File: src/rtl/mpmc11_burst_sequencer.sv
// Drives one multi-beat MIG transaction (one BL8 command per beat); ack/state registered, enables combinational.
// Stalls on app_rdy/app_wdf_rdy without partial transfers; read completion tracks returned beats.
// MPMC11_SEQ_TIMEOUT_EN adds a watchdog that aborts a stalled phase with err set.
module mpmc11_burst_sequencer #(
    parameter int AW       = 29,
    parameter int ADDR_INC = 8,
    parameter int TIMEOUT  = 1023
) (
    input  logic          clk,
    input  logic          rst,
    input  logic          req,
    input  logic          req_we,
    input  logic [AW-1:0] req_adr,
    input  logic [7:0]    req_len,
    output logic          ack,
    input  logic          app_rdy,
    input  logic          app_wdf_rdy,
    input  logic          app_rd_data_valid,
    output logic          app_en,
    output logic [2:0]    app_cmd,
    output logic [AW-1:0] app_addr,
    output logic          app_wdf_wren,
    output logic          app_wdf_end,
    output logic          wbeat,
    output logic          rbeat,
    output logic [7:0]    burst_cnt,
    output logic [2:0]    state,
    output logic          busy,
    output logic          done,
    output logic          err
);

    typedef enum logic [2:0] {
        S_IDLE      = 3'd0,
        S_WRITE     = 3'd1,
        S_READ_CMD  = 3'd2,
        S_READ_WAIT = 3'd3,
        S_DONE      = 3'd4
    } state_t;

    state_t     state_q, state_nxt;
    logic       we_q;
    logic [7:0] len_q;
    logic [7:0] cmd_cnt;
    logic       w_acc, c_acc, rb;
    logic       last_w, last_c, last_r;
    logic       to_abort;

    assign state = state_q;
    assign busy  = (state_q != S_IDLE);
    assign done  = (state_q == S_DONE);

    assign w_acc  = (state_q == S_WRITE) & app_rdy & app_wdf_rdy;
    assign c_acc  = (state_q == S_READ_CMD) & app_rdy;
    assign rb     = ((state_q == S_READ_CMD) | (state_q == S_READ_WAIT)) & app_rd_data_valid;
    assign last_w = w_acc & (burst_cnt == len_q);
    assign last_c = c_acc & (cmd_cnt == len_q);
    assign last_r = rb & (burst_cnt == len_q);

    assign app_en       = w_acc | c_acc;
    assign app_cmd      = ((state_q == S_WRITE) | (state_q == S_READ_CMD)) ? {2'b00, ~we_q} : 3'b000;
    assign app_wdf_wren = w_acc;
    assign app_wdf_end  = w_acc;
    assign wbeat        = w_acc;
    assign rbeat        = rb;

`ifdef MPMC11_SEQ_TIMEOUT_EN
    logic [9:0] idle_cnt;
    logic       err_q;

    // Abort only when the phase would otherwise sit still for another cycle.
    assign to_abort = ((state_q == S_WRITE) | (state_q == S_READ_CMD) | (state_q == S_READ_WAIT))
                      & ~(w_acc | c_acc | rb) & (idle_cnt == 10'(TIMEOUT - 1));
    assign err = err_q;

    always_ff @(posedge clk) begin
        if (rst) begin
            idle_cnt <= '0;
            err_q    <= 1'b0;
        end else begin
            if (((state_nxt != state_q) && (state_nxt != S_IDLE)) || w_acc || c_acc || rb)
                idle_cnt <= '0;
            else if (busy)
                idle_cnt <= idle_cnt + 10'd1;
            if (to_abort)
                err_q <= 1'b1;
            else if (state_q == S_IDLE && req)
                err_q <= 1'b0;
        end
    end
`else
    assign to_abort = 1'b0;
    assign err      = 1'b0;
`endif

    always_comb begin
        state_nxt = state_q;
        case (state_q)
            S_IDLE:      if (req) state_nxt = req_we ? S_WRITE : S_READ_CMD;
            S_WRITE:     if (last_w) state_nxt = S_DONE;
            S_READ_CMD:  if (last_c) state_nxt = last_r ? S_DONE : S_READ_WAIT;
            S_READ_WAIT: if (last_r) state_nxt = S_DONE;
            S_DONE:      state_nxt = S_IDLE;
            default:     state_nxt = S_IDLE;
        endcase
        if (to_abort)
            state_nxt = S_DONE;
    end

    // The final beat of a phase leaves burst_cnt at len rather than wrapping past it.
    always_ff @(posedge clk) begin
        if (rst) begin
            state_q   <= S_IDLE;
            ack       <= 1'b0;
            we_q      <= 1'b0;
            len_q     <= '0;
            app_addr  <= '0;
            burst_cnt <= '0;
            cmd_cnt   <= '0;
        end else begin
            state_q <= state_nxt;
            ack     <= 1'b0;
            if (state_q == S_IDLE) begin
                if (req) begin
                    we_q      <= req_we;
                    len_q     <= req_len;
                    app_addr  <= req_adr;
                    burst_cnt <= '0;
                    cmd_cnt   <= '0;
                    ack       <= 1'b1;
                end
            end else begin
                if (w_acc || c_acc)
                    app_addr <= app_addr + AW'(ADDR_INC);
                if ((w_acc && !last_w) || (rb && !last_r))
                    burst_cnt <= burst_cnt + 8'd1;
                if (c_acc && !last_c)
                    cmd_cnt <= cmd_cnt + 8'd1;
            end
        end
    end

endmodule

File: config.mk
export PLATFORM = sky130hd
export DESIGN_NAME = mpmc11_burst_sequencer
export DESIGN_NICKNAME = d
export VERILOG_FILES = /design/src/rtl/mpmc11_burst_sequencer.sv
export SDC_FILE = /design/constraint.sdc
export NUM_CORES = 1
export LEC_CHECK = 0
export BUFFER_PORTS_ARGS = -buffer_cell sky130_fd_sc_hd__buf_2
export CAP_MARGIN = 30
export CORE_ASPECT_RATIO = 2
export CORE_MARGIN = 4
export CORE_UTILIZATION = 50
export DETAILED_ROUTE_END_ITERATION = 7
export MAX_ROUTING_LAYER = met4
export PLACE_DENSITY_LB_ADDON = 0.05
export SLEW_MARGIN = 15
export SYNTH_ARGS = -nofsm -noshare
export SYNTH_HDL_FRONTEND = slang
export SYNTH_SLANG_ARGS = --single-unit
File: constraint.sdc
create_clock -name clk -period 4 [get_ports clk]
set_input_delay 1 -clock clk [delete_from_list [all_inputs] [get_ports clk]]
set_output_delay 1 -clock clk [all_outputs]
set_load 0.005 [all_outputs]
After elaboration in Yosys (flattened, before gate mapping)
Cells that the tools add are included.

word-level totals
  logic and storage cells = 68
  bits in registers = 58
  bits of input ports = 44

cells by class
  equality and inequality tests = 10
  reduce and logical (&&, ||, !) cells = 19
  mux-type cells = 17
  $add $sub $neg = 3
  bitwise operators = 12

operator list
  cell                   number
  $mux 29                3
  $mux 8                 5
  $add 29x4->29 const B  1
  $add 8x1->8 const B    2
  $eq 8x8->1             2
  $mux 3                 5
  $pmux 3 s4             1
  $ne 2x2->1 const B     4
  $reduce_and 2->1       4
  $and 1x1->1            7
  $eq 3x2->1 const B     2
  $reduce_bool 2->1      3
  $reduce_and 4->1       1
  $eq 3x1->1 const B     1
  $eq 3x3->1 const B     1
  $logic_and 1x1->1      3
  $logic_not 1->1        3
  $logic_not 3->1        1
  $or 1x1->1             3
  $reduce_bool 3->1      1
  $logic_or 1x1->1       2
  $mux 1                 2
  $mux 2                 1
  $not 1->1              2
  $reduce_or 2->1        1

Longest topological paths before layout
  depth in word-level cells = 9
  mapped depth = 9
  mapped depth without buffers = 7

Worst setup path after synthesis
No wires, ideal clock.

  kind = input -> output
  from = input app_wdf_rdy
  to = output app_en
  path buffers = 0
  data arrival time = 1.572 ns
  setup slack = 1.428 ns
  data required time = 3.000 ns
  stages on the path = 3
  cells stage by stage = and3b_1 > o21ai_2 > inv_1

on the way
  cells in the longest elaborated chain, start to end = 2

ends and longest elaborated chain
  item             RTL line  source
  start, declared  17        input logic app_wdf_rdy,
  $and 1x1->1      53        assign w_acc = (state_q == S_WRITE) & app_rdy & app_wdf_rdy;
  $or 1x1->1       60        assign app_en = w_acc | c_acc;
  end, declared    19        output logic app_en,

No other way between the ends.

Final worst setup path
Same ends and word-level chain as after synthesis.

==> impl_metrics.xml <==
<?xml version="1.0" encoding="UTF-8"?>
<metrics>
  <group name="setup_path">
    <metric name="worstPathArrival" unit="ps">2040</metric>
    <metric name="critical_path_start" unit="">app_wdf_rdy</metric>
    <metric name="critical_path.reg2reg.endpoint" unit="">cmd_cnt[4]$_SDFFE_PP0P_</metric>
    <metric name="cpMaxStageDelayCell" unit="">o21ai_2</metric>
    <metric name="crit_reg_reg_startpoint" unit="">state[1]$_SDFFE_PP0P_</metric>
    <metric name="critPathLaunchType" unit="">input pin</metric>
    <metric name="reg2regPathDepth" unit="">7</metric>
    <metric name="worstPathMaxFanout" unit="">9</metric>
    <metric name="critical_path_required" unit="ps">3000</metric>
    <metric name="cell_occurring_most_often_along_the_worst_timing_path" unit="">buf_2</metric>
    <metric name="worst_setup_path_end_kind" unit="">output port</metric>
    <metric name="timing.critical_path.cells" unit="">buf_2 -&gt; and3b_1 -&gt; o21ai_2 -&gt; inv_1 -&gt; buf_2</metric>
    <metric name="worstSetupPathType" unit="">in -&gt; out</metric>
    <metric name="crit_path_max_incr_delay" unit="ps">380</metric>
    <metric name="worst-r2r-setup-slack" unit="ps">1610</metric>
  </group>
  <group name="placed_design">
    <metric name="hpwl_after_detailed_placement" unit="mm">6.711</metric>
    <metric name="gp_routability_congestion" unit="">0.8398</metric>
    <metric name="buffer_ports.inserted" unit="">92</metric>
    <metric name="place.detailed.instances" unit="">591</metric>
    <metric name="placement.setup.worst_slack" unit="ps">988.0</metric>
  </group>
  <group name="floorplanning">
    <metric name="core_area" unit="µm²">6310</metric>
    <metric name="design.portCount" unit="">96</metric>
    <metric name="die-height" unit="µm">121.7</metric>
    <metric name="initial_core_util" unit="">0.5118</metric>
    <metric name="die-width" unit="µm">64.83</metric>
    <metric name="placement_rows" unit="">41</metric>
    <metric name="die_area" unit="µm²">7886</metric>
  </group>
  <group name="sta">
    <metric name="min_period_over_period" unit="">0.7599</metric>
    <metric name="fmax" unit="GHz">0.3290</metric>
    <metric name="final.setup_skew" unit="ps">5.095</metric>
    <metric name="report.final.setup_viol" unit="">0</metric>
    <metric name="hold_viol_final" unit="">0</metric>
    <metric name="slew_viol_final" unit="">0</metric>
    <metric name="unrepaired_setup_endpoints_after_global_routing" unit="">no</metric>
    <metric name="fin_setup_tns" unit="ps">0</metric>
    <metric name="max_slew_margin" unit="">0.3533</metric>
    <metric name="final.setup.worst_slack" unit="ps">960.5</metric>
    <metric name="final.min_clock_period" unit="ps">3039</metric>
    <metric name="max_slew.worst_pin.slew" unit="ps">965.9</metric>
  </group>
  <group name="clock_tree">
    <metric name="clock_pin_slew_of_the_registers_on_the_worst_case_setup_and_hold_paths" unit="ps">50</metric>
    <metric name="clock_path_buffers" unit="">2</metric>
    <metric name="cts_tree" unit="">yes</metric>
    <metric name="holdBufCountCts" unit="">0</metric>
    <metric name="ctsResizeCount" unit="">0</metric>
    <metric name="post-cts-setup-buffer-count" unit="">0</metric>
    <metric name="cts-buffers-inserted" unit="">9</metric>
    <metric name="ctsHtreeMaxLevel" unit="">3</metric>
    <metric name="cts_num_sinks" unit="">58</metric>
    <metric name="master_cell_of_the_clock_root_buffer" unit="">clkbuf_16</metric>
    <metric name="insertion_delay" unit="ps">330</metric>
  </group>
  <group name="route">
    <metric name="total_via_count_after_detailed_routing" unit="">3444</metric>
    <metric name="drc" unit="">0</metric>
    <metric name="wirelength_routed" unit="mm">9.252</metric>
    <metric name="drt.antenna.violating_nets" unit="">0</metric>
    <metric name="drt_iter0_drc" unit="">287</metric>
    <metric name="detail_route.first_pass.iterations" unit="">5</metric>
    <metric name="wl_per_cell" unit="µm">15.24</metric>
    <metric name="viasPerCell" unit="">5.674</metric>
  </group>
  <group name="finish">
    <metric name="layout.cells.non_filler" unit="">607</metric>
    <metric name="nNetsFinal" unit="">563</metric>
    <metric name="multi_input_comb_area" unit="µm²">1919</metric>
    <metric name="final_layout_size_suffix_gt1_frac" unit="">0.2399</metric>
    <metric name="fill_cells" unit="">616</metric>
    <metric name="diodes" unit="">0</metric>
    <metric name="seqCellArea" unit="µm²">1161</metric>
    <metric name="area_growth" unit="%">23.98</metric>
  </group>
  <group name="grt">
    <metric name="track_usage" unit="">0.2523</metric>
    <metric name="grt_overflow" unit="">0</metric>
    <metric name="number_of_antenna_violations_at_the_first_check_in_global_routing" unit="">0</metric>
    <metric name="grt_first_pass_wirelength" unit="mm">15.41</metric>
    <metric name="first_global_vias" unit="">3426</metric>
    <metric name="pin_count_of_the_biggest_net_entering_global_routing" unit="">62</metric>
  </group>
  <group name="synth">
    <metric name="postSynth.asyncResetShare" unit="">0</metric>
    <metric name="yosys.cell_types.count" unit="">53</metric>
    <metric name="netlist_area" unit="µm²">3229</metric>
    <metric name="syn_avg_cell_area" unit="µm²">7.475</metric>
    <metric name="seq_area_frac_synth" unit="">0.3596</metric>
    <metric name="yosysWarningCount" unit="">0</metric>
    <metric name="ys_seq_elements" unit="">58</metric>
    <metric name="number_of_synthesized_flops_with_an_enable_pin" unit="">0</metric>
    <metric name="ys.flop_type" unit="">dfxtp_1</metric>
    <metric name="postSynthCellCount" unit="">432</metric>
  </group>
  <group name="worst_hold_path">
    <metric name="hold_end" unit="">app_addr[2]$_SDFFE_PP0P_</metric>
    <metric name="whs_path_depth" unit="">2</metric>
    <metric name="hold_path_startpoint" unit="">app_addr[2]$_SDFFE_PP0P_</metric>
    <metric name="hold_path_class" unit="">reg -&gt; reg</metric>
  </group>
  <group name="power_and_ir_drop">
    <metric name="post-layout-total-power" unit="W">0.002594</metric>
    <metric name="power.share.clock" unit="">0.265</metric>
    <metric name="ir_drop" unit="mV">0.4642</metric>
    <metric name="powerDensity" unit="nW/µm²">647.8</metric>
    <metric name="power.internal" unit="W">0.001563</metric>
    <metric name="share_of_power_burned_in_registers" unit="">0.349</metric>
    <metric name="power.share.combinational" unit="">0.386</metric>
    <metric name="power.leakage" unit="nW">1.743</metric>
    <metric name="sw_frac_of_total" unit="">0.3973</metric>
    <metric name="p_sw" unit="W">0.001031</metric>
  </group>
  <group name="run_status">
    <metric name="status" unit="">complete, no violations</metric>
  </group>
  <group name="run">
    <metric name="cap_violations" unit="">0</metric>
  </group>
</metrics>
[cells in the final DEF, fill, tap and decap left out, drive strengths merged, types with 4 or more instances in the layout]
cell    count
buf       100
nand2      59
dfxtp      58
a21oi      51
nor2       39
o21ai      33
nand3      18
clkbuf     13
and3       12
a211oi     10
xnor2       9
inv         8
xor2        8
and2        8
nor3        8
nor4        8
nand4       7
or3         5
or3b        5
o22ai       5
a31oi       5
nor2b       4
nand3b      4
[flip-flops by register name, summed over array words and instances (netlist names)]
register / count
app_addr: 29
burst_cnt: 8
cmd_cnt: 8
len_q: 8
state: 3
ack: 1
we_q: 1
[cell usage after synthesis, types with 2 or more instances]
library cell	count	area, µm²
o211ai_1	3	22.52
nand4_1	7	43.79
nor2b_1	4	25.02
a21oi_1	51	255.2
o31ai_1	2	15.01
a31oi_1	5	31.28
or4_1	3	22.52
or3_1	5	31.28
a32oi_1	2	17.52
buf_2	3	15.01
xnor2_1	9	78.83
o21a_1	2	15.01
nand2b_1	2	12.51
nor3_1	7	35.03
clkbuf_1	21	78.83
o41ai_1	2	17.52
and3_1	12	75.07
a211oi_1	10	75.07
or2_2	2	12.51
o21ai_1	4	20.02
a41o_1	3	30.03
o22ai_1	5	31.28
and2_1	7	43.79
inv_1	8	30.03
nor2_1	39	146.4
a311oi_1	2	17.52
nand3_1	18	90.09
nor4_2	2	25.02
nor4_1	6	37.54
buf_4	5	37.54
xor2_1	8	70.07
ha_1	3	37.54
nand2_1	59	221.5
nand3b_1	4	30.03
or3b_2	5	43.79
o21ai_0	28	140.1
dfxtp_1	58	1161
[per-stage QoR]
stage	area, µm²	hold slack (ps)	util
6_report	4004	450.6	0.6345
5_1_grt	4004	480.3	0.6345
4_1_cts	4004	454.0	0.6345
3_5_place_dp	3739	447.0	0.5925
3_3_place_gp	3739	438.1	0.5925
2_1_floorplan	3237	437.0	-
[per-layer routing]
layer  routed length (µm)  part of all wire  track usage  up-vias
li1                     -                 -            -     1715
met1                 3525              0.38       0.2596     1626
met2                 5151              0.56       0.4535       87
met3                  384             0.042      0.04797       16
met4                  191             0.021       0.1139        0
met5                    0                 0            -        -
[power groups by stage]
stage	Clock (W)	Sequential, W	Combinational, W
6_report	0.000687	0.000906	0.00100
5_1_grt	0.000726	0.000929	0.00113
4_1_cts	0.000699	0.000902	0.00101
3_5_place_dp	0	0.000911	0.00100
3_3_place_gp	0	0.000909	0.000980
2_1_floorplan	0	0.000872	0.000672
[cells by family (layout without fill, tap and decap cells)]
| logic type | count (synthesis) | count (layout) | share of synthesized area |
|---|---|---|---|
| simple gates | 188 | 188 | 0.2941 |
| compound gates | 127 | 127 | 0.2340 |
| flops | 58 | 58 | 0.3595 |
| buf+inv | 37 | 124 | 0.04998 |
| xor+xnor | 17 | 17 | 0.04611 |
| fa+ha+maj | 3 | 3 | 0.01162 |
| other cells | 1 | 3 | 0.001161 |
| mux | 1 | 1 | 0.003487 |
[worst max-delay path by stage]
stage,endpoint,slack (ps),depth (start not counted)
after floorplan,app_en,1430,3
after global placement,app_en,1010,5
after detailed placement,app_en,990,5
after CTS,app_en,980,5
after global routing,app_en,860,5
final,app_en,960,5
[critical path: cells and delay by family]
| kind | cells | cell delay, ps |
|---|---|---|
| AOI/OAI and AO/OA | 1 | 380 |
| buffers and inverters | 3 | 490 |
| and+or+nand+nor | 1 | 180 |
[layout make-up]
type | instances | area share
flip-flops and latches | 58 | 0.2900
inverters | 8 | 0.007500
multi-input cells | 339 | 0.4794
clock inverters | 3 | 0.003750
clock buffers | 13 | 0.06250
repair buffers | 100 | 0.1300
well taps | 86 | 0.02687
(Power assumes the default switching activity.)
